--- config.mk ---
export PLATFORM = sky130hd
export DESIGN_NAME = piso_shift_register
export DESIGN_NICKNAME = d
export VERILOG_FILES = /design/src/rtl/piso_pkg.sv /design/src/rtl/piso_bit_counter.sv /design/src/rtl/piso_shift_register.sv
export SDC_FILE = /design/constraint.sdc
export NUM_CORES = 1
export LEC_CHECK = 0
export ABC_AREA = 0
export BUFFER_PORTS_ARGS = -buffer_cell sky130_fd_sc_hd__buf_2
export CORE_AREA = 4 4 41 43
export CTS_CLUSTER_SIZE = 14
export DETAILED_ROUTE_END_ITERATION = 6
export DIE_AREA = 0 0 45 47
export PLACE_DENSITY = 0.61
export SETUP_SLACK_MARGIN = 0.02
export SYNTH_ARGS = -nofsm -noshare
export SYNTH_HDL_FRONTEND = slang
export SYNTH_HIERARCHICAL = 1
export SYNTH_SLANG_ARGS = --single-unit
--- constraint.sdc ---
create_clock -name i_CLK -period 1.4 [get_ports i_CLK]
set_input_delay 0 -clock i_CLK [delete_from_list [all_inputs] [get_ports i_CLK]]
set_output_delay 0 -clock i_CLK [all_outputs]
set_load 0.01 [all_outputs]
--- src/rtl/piso_pkg.sv ---
// piso_pkg: shared definitions for the parallel-in/serial-out shifter.
//   state_t        - FSM state encoding (ST_PARITY exists only with SR_PARITY_EN)
//   DEFAULT_WIDTH  - default parallel word width
// Optional feature macro: SR_PARITY_EN (appends an even-parity bit per frame).
package piso_pkg;

  localparam int DEFAULT_WIDTH = 4;

`ifdef SR_PARITY_EN
  typedef enum logic [1:0] {
    ST_IDLE   = 2'd0,
    ST_SHIFT  = 2'd1,
    ST_PARITY = 2'd2
  } state_t;
`else
  typedef enum logic {
    ST_IDLE  = 1'b0,
    ST_SHIFT = 1'b1
  } state_t;
`endif

endpackage

--- src/rtl/piso_bit_counter.sv ---
// piso_bit_counter: counts data bits consumed within one frame.
//   i_CLK   - clock, rising edge
//   i_RST   - synchronous active-high reset (count -> 0)
//   i_Clear - synchronous clear at frame start (count -> 0)
//   i_En    - advance the count by one
//   o_Tc    - terminal count: the last data bit (bit 0) is being presented
// Counter is $clog2(WIDTH+1) bits and saturates at WIDTH, so it never wraps
// inside a frame.
module piso_bit_counter #(
  parameter int WIDTH = 4
) (
  input  logic i_CLK,
  input  logic i_RST,
  input  logic i_Clear,
  input  logic i_En,
  output logic o_Tc
);

  localparam int CW = $clog2(WIDTH + 1);
  localparam logic [CW-1:0] TC_VAL  = CW'(WIDTH - 1);
  localparam logic [CW-1:0] MAX_VAL = CW'(WIDTH);

  logic [CW-1:0] r_count;

  always_ff @(posedge i_CLK) begin
    if (i_RST || i_Clear) begin
      r_count <= '0;
    end else if (i_En && (r_count != MAX_VAL)) begin
      r_count <= r_count + 1'b1;
    end
  end

  assign o_Tc = (r_count == TC_VAL);

endmodule

--- src/rtl/piso_shift_register.sv ---
// piso_shift_register: serializes a WIDTH-bit word MSB first on o_SO.
//   i_CLK   - clock, rising edge
//   i_RST   - synchronous active-high reset, priority over everything
//   i_En    - shift enable; each enabled edge advances the stream one bit
//   i_VALID - word offered on i_DATA (accepted only when o_READY=1)
//   i_DATA  - parallel word
//   o_READY - idle, can accept a word
//   o_SO    - serial data out (0 while idle)
//   o_BUSY  - a frame is being presented
//   o_LAST  - o_SO carries the final bit of the frame
// Optional feature macro: SR_PARITY_EN (even-parity bit after bit 0).
module piso_shift_register
  import piso_pkg::*;
#(
  parameter int WIDTH = DEFAULT_WIDTH
) (
  input  logic             i_CLK,
  input  logic             i_RST,
  input  logic             i_En,
  input  logic             i_VALID,
  input  logic [WIDTH-1:0] i_DATA,
  output logic             o_READY,
  output logic             o_SO,
  output logic             o_BUSY,
  output logic             o_LAST
);

  state_t           r_state;
  state_t           w_next_state;
  logic [WIDTH-1:0] r_shift;
  logic             w_accept;
  logic             w_shift_en;
  logic             w_tc;

  assign w_accept   = (r_state == ST_IDLE) && i_VALID;
  assign w_shift_en = (r_state == ST_SHIFT) && i_En;

  piso_bit_counter #(
    .WIDTH(WIDTH)
  ) u_bit_counter (
    .i_CLK  (i_CLK),
    .i_RST  (i_RST),
    .i_Clear(w_accept),
    .i_En   (w_shift_en),
    .o_Tc   (w_tc)
  );

  // Shift toward the MSB so the outgoing bit is always r_shift[WIDTH-1];
  // a receiver shifting toward its MSB rebuilds the word in order.
  always_ff @(posedge i_CLK) begin
    if (i_RST) begin
      r_shift <= '0;
    end else if (w_accept) begin
      r_shift <= i_DATA;
    end else if (w_shift_en) begin
      r_shift <= {r_shift[WIDTH-2:0], 1'b0};
    end
  end

`ifdef SR_PARITY_EN
  // Parity is captured at load; the shift register is drained by then.
  logic r_parity;

  always_ff @(posedge i_CLK) begin
    if (i_RST) begin
      r_parity <= 1'b0;
    end else if (w_accept) begin
      r_parity <= ^i_DATA;
    end
  end
`endif

  always_ff @(posedge i_CLK) begin
    if (i_RST) begin
      r_state <= ST_IDLE;
    end else begin
      r_state <= w_next_state;
    end
  end

  always_comb begin
    w_next_state = r_state;
    case (r_state)
      ST_IDLE: begin
        if (i_VALID) begin
          w_next_state = ST_SHIFT;
        end
      end
      ST_SHIFT: begin
        if (i_En && w_tc) begin
`ifdef SR_PARITY_EN
          w_next_state = ST_PARITY;
`else
          w_next_state = ST_IDLE;
`endif
        end
      end
`ifdef SR_PARITY_EN
      ST_PARITY: begin
        if (i_En) begin
          w_next_state = ST_IDLE;
        end
      end
`endif
      default: w_next_state = ST_IDLE;
    endcase
  end

  always_comb begin
    o_READY = 1'b0;
    o_BUSY  = 1'b0;
    o_SO    = 1'b0;
    o_LAST  = 1'b0;
    case (r_state)
      ST_IDLE: begin
        o_READY = 1'b1;
      end
      ST_SHIFT: begin
        o_BUSY = 1'b1;
        o_SO   = r_shift[WIDTH-1];
`ifndef SR_PARITY_EN
        o_LAST = w_tc;
`endif
      end
`ifdef SR_PARITY_EN
      ST_PARITY: begin
        o_BUSY = 1'b1;
        o_SO   = r_parity;
        o_LAST = 1'b1;
      end
`endif
      default: begin
        o_READY = 1'b0;
      end
    endcase
  end

endmodule

==> results.sh, run 1 <==
export IMPL_critPathMaxStageDelay_ps=320
export IMPL_worstMarginPinSlew_ps=313
export IMPL_ant_nets=0
export IMPL_io_buffers=11
export IMPL_num_vias=326
export IMPL_cts_tree="yes"
export IMPL_worst_slack_ps=119
export IMPL_drc=0
export IMPL_wl_per_cell_um=10.7
export IMPL_cts_root_buffer="clkbuf_4"
export IMPL_post_route_period_util_pct=91.5
export IMPL_finalHoldViolCount=0
export IMPL_die_area_um2=2120
export IMPL_yosysUniqueCellTypes=16
export IMPL_synth_largest_area_cell="dfxtp_1"
export IMPL_cp_depth=4
export IMPL_crit_family="adder cells"
export IMPL_rows=13
export IMPL_ys_async_sr_fraction_pct=0
export IMPL_fin_crit_ps=1280
export IMPL_yosys_top_cells_area="dfxtp_1, mux2i_1, ha_1"
export IMPL_clk_pin_slew_ps=50
export IMPL_endpoint_kind="output port"
export IMPL_coreArea_um2=1300
export IMPL_io_pins=12
export IMPL_initial_core_util_pct=32.1
export IMPL_setup_tns_ps=0
export IMPL_regArea_um2=160
export IMPL_cts_setup_buffers=0
export IMPL_slew_viol_final=0
export IMPL_die_h_um=47
export IMPL_cp_cell_sequence="ha_1 > ha_1 > and2_2 > buf_2"
export IMPL_first_iter_violations=6
export IMPL_hp_class="input port to register"
export IMPL_fill_cells=142
export IMPL_powerDensity_nw_per_um2=955
export IMPL_htreeDepth=1
export IMPL_grt_ovfl_total=0
export IMPL_drtPass1Iterations=2
export IMPL_clockBufferDepth=2
export IMPL_vdd_drop_max_uv=706
export IMPL_grt_setup_unrepaired="false"
export IMPL_synth_most_common_cell="dfxtp_1"
export IMPL_post_route_util_pct=39.2
export IMPL_leakage_nw=0.248
export IMPL_ys_top_cells_by_count="dfxtp_1, inv_1, mux2i_1"
export IMPL_slew_headroom_pct=79.1
export IMPL_clkLatencyLatePin_ps=250
export IMPL_cts_hold_buf=0
export IMPL_crit_arrival_ps=1280
export IMPL_min_delay_start="i_RST"
export IMPL_critPathRequiredTime_ps=1400
export IMPL_syn_area_per_cell_um2=9.50
export IMPL_dp_hpwl_um=637
export IMPL_yosysTopAreaCellShare_pct=38.3
export IMPL_skew_ps=3.81
export IMPL_yosys_register_bits=8
export IMPL_netlist_instances=44
export IMPL_diodes=0
export IMPL_clock_fmax_mhz=781
export IMPL_r2r_start="r_state"
export IMPL_setup_viol=0
export IMPL_routed_wirelength_um=780
export IMPL_status="complete, no violations"
export IMPL_drive_gt1_share_pct=31.0
export IMPL_areaGrowthSynthToFinish_pct=22.2
export IMPL_slowest_stage="dfxtp_1"
export IMPL_drv_cap=0
export IMPL_synth_edff_count=0
export IMPL_yosys_most_used_dff="dfxtp_1"
export IMPL_cts_buffers=3
export IMPL_multi_input_area_um2=224
export IMPL_cts_sinks=8
export IMPL_crit_top_cell="ha_1"
export IMPL_ctsResizeCount=0
export IMPL_synth_nets=55
export IMPL_pre_cts_ws_ps=186
export IMPL_ys_seq_area_share_pct=38.3
export IMPL_via_per_inst=4.47
export IMPL_syn_area_um2=418
export IMPL_critPathLaunchType="register"
export IMPL_final_nets=71
export IMPL_reg2reg_slack_ps=200
export IMPL_dpl_cell_count=70
export IMPL_setup_worst_path_start="u_bit_counter/r_count[0]"
export IMPL_cp_endpoint="o_LAST"
export IMPL_r2r_cells=5
export IMPL_grt_pass1_vias=297
export IMPL_grt_pass1_wl_mm=1.28
export IMPL_grt_use_total_pct=8.97
export IMPL_critical_path_class="register to output port"
export IMPL_r2r_end="u_bit_counter/r_count[1]"
export IMPL_die_w_um=45
export IMPL_antenna_found_initial=0
export IMPL_grt_max_degree=9
export IMPL_ys_warn_count=6
export IMPL_crit_buf_inv=1
export IMPL_fin_cells=73
export IMPL_cp_max_fo=3
export IMPL_place_congestion=0.657
[metrics by stage]
step | hold slack (ps) | total power, mW | cell area (µm²)
finish | 29.4 | 0.488 | 510
global route | 30.7 | 0.526 | 510
CTS | 24.8 | 0.502 | 510
detailed placement | 295 | 0.325 | 488
global placement | 294 | 0.323 | 488
floorplan | 72.8 | 0.300 | 418
[per-layer routing]
layer	GRT usage, %	part of all wire [%]	vias up
met5	0	0	-
met2	12.4	45	10
met3	5.75	7.8	0
li1	-	-	177
met1	11.1	47	139
met4	3.51	0	0
[cells in the final DEF, fill, tap and decap left out, drive strengths merged, types with 2 or more instances in the layout]
master  instances
a211oi          4
and2            2
buf            12
clkbuf          3
dfxtp           8
ha              3
inv             6
mux2i           5
nor2            4
nor3            4
[worst min-delay path by stage]
stage                            end  cells past startpoint
after floorplan           r_shift[1]                      1
after global placement    r_shift[2]                      2
after detailed placement     r_state                      2
after CTS                 r_shift[2]                      2
after global routing         r_state                      2
final                     r_shift[3]                      2
[power by group]
part | switching, mW | internal [mW]
combinational | 0.0342 | 0.0353
clock | 0.0713 | 0.0976
sequential | 0.00820 | 0.241
total | 0.114 | 0.374
[layout make-up]
cell class,instances,share of cell area (%)
multi-input combinational,29,43.9
sequential,8,31.4
timing repair buffer,12,12.3
clock buffer,3,4.41
inverter,6,4.41
tap,15,3.68
[logic make-up after synthesis]
| logic type | Yosys count | synth area share [%] |
|---|---|---|
| and+or+nand+nor | 14 | 17.7 |
| DFF | 8 | 38.3 |
| buffers and inverters | 7 | 8.08 |
| AOI/OAI and AO/OA | 6 | 12.9 |
| muxes | 5 | 12.0 |
| adders and majority gates | 3 | 8.98 |
| xor gates and xnor gates | 1 | 2.10 |
[registers in the layout, summed over array words and instances (netlist names)]
signal / count
u_bit_counter/r_count: 3
r_state: 1
r_shift: 4
No activity file was read; power rests on OpenSTA's default activity.
==> inputs of run 2 (changes only) <==
Settings changed: HOLD_SLACK_MARGIN from default to 0.1.
==> results.sh, run 2 (synthesis results as in run 1) <==
export IMPL_rows=13
export IMPL_cp_cell_sequence="ha_1 > ha_1 > and2_2 > buf_2"
export IMPL_r2r_cells=5
export IMPL_dp_hpwl_um=637
export IMPL_clkLatencyLatePin_ps=250
export IMPL_endpoint_kind="output port"
export IMPL_powerDensity_nw_per_um2=904
export IMPL_areaGrowthSynthToFinish_pct=31.7
export IMPL_drive_gt1_share_pct=29.0
export IMPL_grt_use_total_pct=9.21
export IMPL_final_nets=75
export IMPL_min_to="r_shift[3]"
export IMPL_setup_tns_ps=0
export IMPL_io_buffers=11
export IMPL_finalHoldViolCount=0
export IMPL_post_route_period_util_pct=91.5
export IMPL_die_w_um=45
export IMPL_hp_class="input port to register"
export IMPL_fill_cells=135
export IMPL_pre_cts_ws_ps=186
export IMPL_cts_tree="yes"
export IMPL_grt_pass1_wl_mm=1.33
export IMPL_crit_buf_inv=1
export IMPL_crit_family="adder cells"
export IMPL_grt_ovfl_total=0
export IMPL_reg2reg_slack_ps=190
export IMPL_layout_common_cells="buf_2, dfxtp_1, inv_1"
export IMPL_critical_path_class="register to output port"
export IMPL_io_pins=12
export IMPL_setup_viol=0
export IMPL_clk_pin_slew_ps=50
export IMPL_slew_headroom_pct=79.1
export IMPL_drtPass1Iterations=4
export IMPL_wl_per_cell_um=10.5
export IMPL_drv_cap=0
export IMPL_slowest_stage="dfxtp_1"
export IMPL_crit_arrival_ps=1280
export IMPL_holdWs_ps=111
export IMPL_min_delay_start="i_DATA[3]"
export IMPL_worst_slack_ps=119
export IMPL_grt_pass1_vias=313
export IMPL_diodes=0
export IMPL_cts_setup_buffers=0
export IMPL_die_area_um2=2120
export IMPL_final_common_cell="buf_2"
export IMPL_num_vias=339
export IMPL_skew_ps=2.04
export IMPL_post_route_util_pct=42.3
export IMPL_place_congestion=0.657
export IMPL_r2r_start="r_state"
export IMPL_leakage_nw=0.264
export IMPL_via_per_inst=4.40
export IMPL_vdd_drop_max_uv=458
export IMPL_grt_setup_unrepaired="false"
export IMPL_cp_max_fo=3
export IMPL_initial_core_util_pct=32.1
export IMPL_ant_nets=0
export IMPL_coreArea_um2=1300
export IMPL_antenna_found_initial=0
export IMPL_critPathLaunchType="register"
export IMPL_largest_reg_flops=4
export IMPL_routed_wirelength_um=805
export IMPL_critPathMaxStageDelay_ps=330
export IMPL_cts_sinks=8
export IMPL_clockBufferDepth=2
export IMPL_grt_max_degree=9
export IMPL_htreeDepth=1
export IMPL_worstMarginPinSlew_ps=313
export IMPL_fin_crit_ps=1280
export IMPL_regMostFlops="r_shift"
export IMPL_cts_root_buffer="clkbuf_4"
export IMPL_hold_depth=3
export IMPL_first_iter_violations=5
export IMPL_r2r_end="u_bit_counter/r_count[1]"
export IMPL_cts_buffers=3
export IMPL_top_regs="r_shift x4, u_bit_counter/r_count x3, r_state x1"
export IMPL_drc=0
export IMPL_critPathRequiredTime_ps=1400
export IMPL_crit_top_cell="ha_1"
export IMPL_die_h_um=47
export IMPL_clock_fmax_mhz=781
export IMPL_status="complete, no violations"
export IMPL_slew_viol_final=0
[run 2: cell count changes in the layout (fill, tap and decap cells not counted)]
cell | previous run | this run
dlygate4sd3_1 | 0 | 4
[run 2: cell type report]
type,count,area (µm²),share of cell area (%)
sequential,8,160,29.1
timing repair buffer,16,103,18.6
tap,15,18.8,3.41
clock buffer,3,22.5,4.09
inverter,6,22.5,4.09
multi-input combinational,29,224,40.7
[run 2: what timing repair did]
action | CTS | global route
setup endpoints to repair | 0 | 0
resized for setup | 0 | 0
endpoints found under the hold margin | 8 | 0
hold buffers | 4 | 0
[run 2: power breakdown]
part / switching, mW / internal (mW)
clock: 0.0728 / 0.0977
sequential: 0.00834 / 0.241
combinational: 0.0354 / 0.0425
[run 2: tightest hold or removal path: cells and delay by family]
| family | cells | cell delay [ps] |
|---|---|---|
| AO/OA/AOI/OAI | 1 | 80 |
| buffers and inverters | 1 | 100 |
| multiplexers | 1 | 130 |
[run 2: metrics by stage]
step           power, mW  cells  area (µm²)
3_5_place_dp       0.325     70         488
5_1_grt            0.534     77         551
2_1_floorplan      0.300     44         418
3_3_place_gp       0.323     70         488
4_1_cts            0.511     77         551
6_report           0.498     77         551
[run 2: worst max path at each step]
stage / startpoint / endpoint / depth (start not counted)
6_report: u_bit_counter/r_count[0] / o_LAST / 4
5_1_grt: r_state / r_shift[1] / 3
4_1_cts: u_bit_counter/r_count[0] / o_LAST / 4
3_5_place_dp: r_state / u_bit_counter/r_count[1] / 5
3_3_place_gp: r_state / u_bit_counter/r_count[1] / 5
2_1_floorplan: r_state / u_bit_counter/r_count[1] / 5
[run 2: layer usage]
layer	global-route usage, %	routed length (µm)	up-vias
li1	-	-	182
met5	0	0	-
met1	11.3	363	145
met2	13.0	368	12
met4	3.51	0	0
met3	5.75	73	0
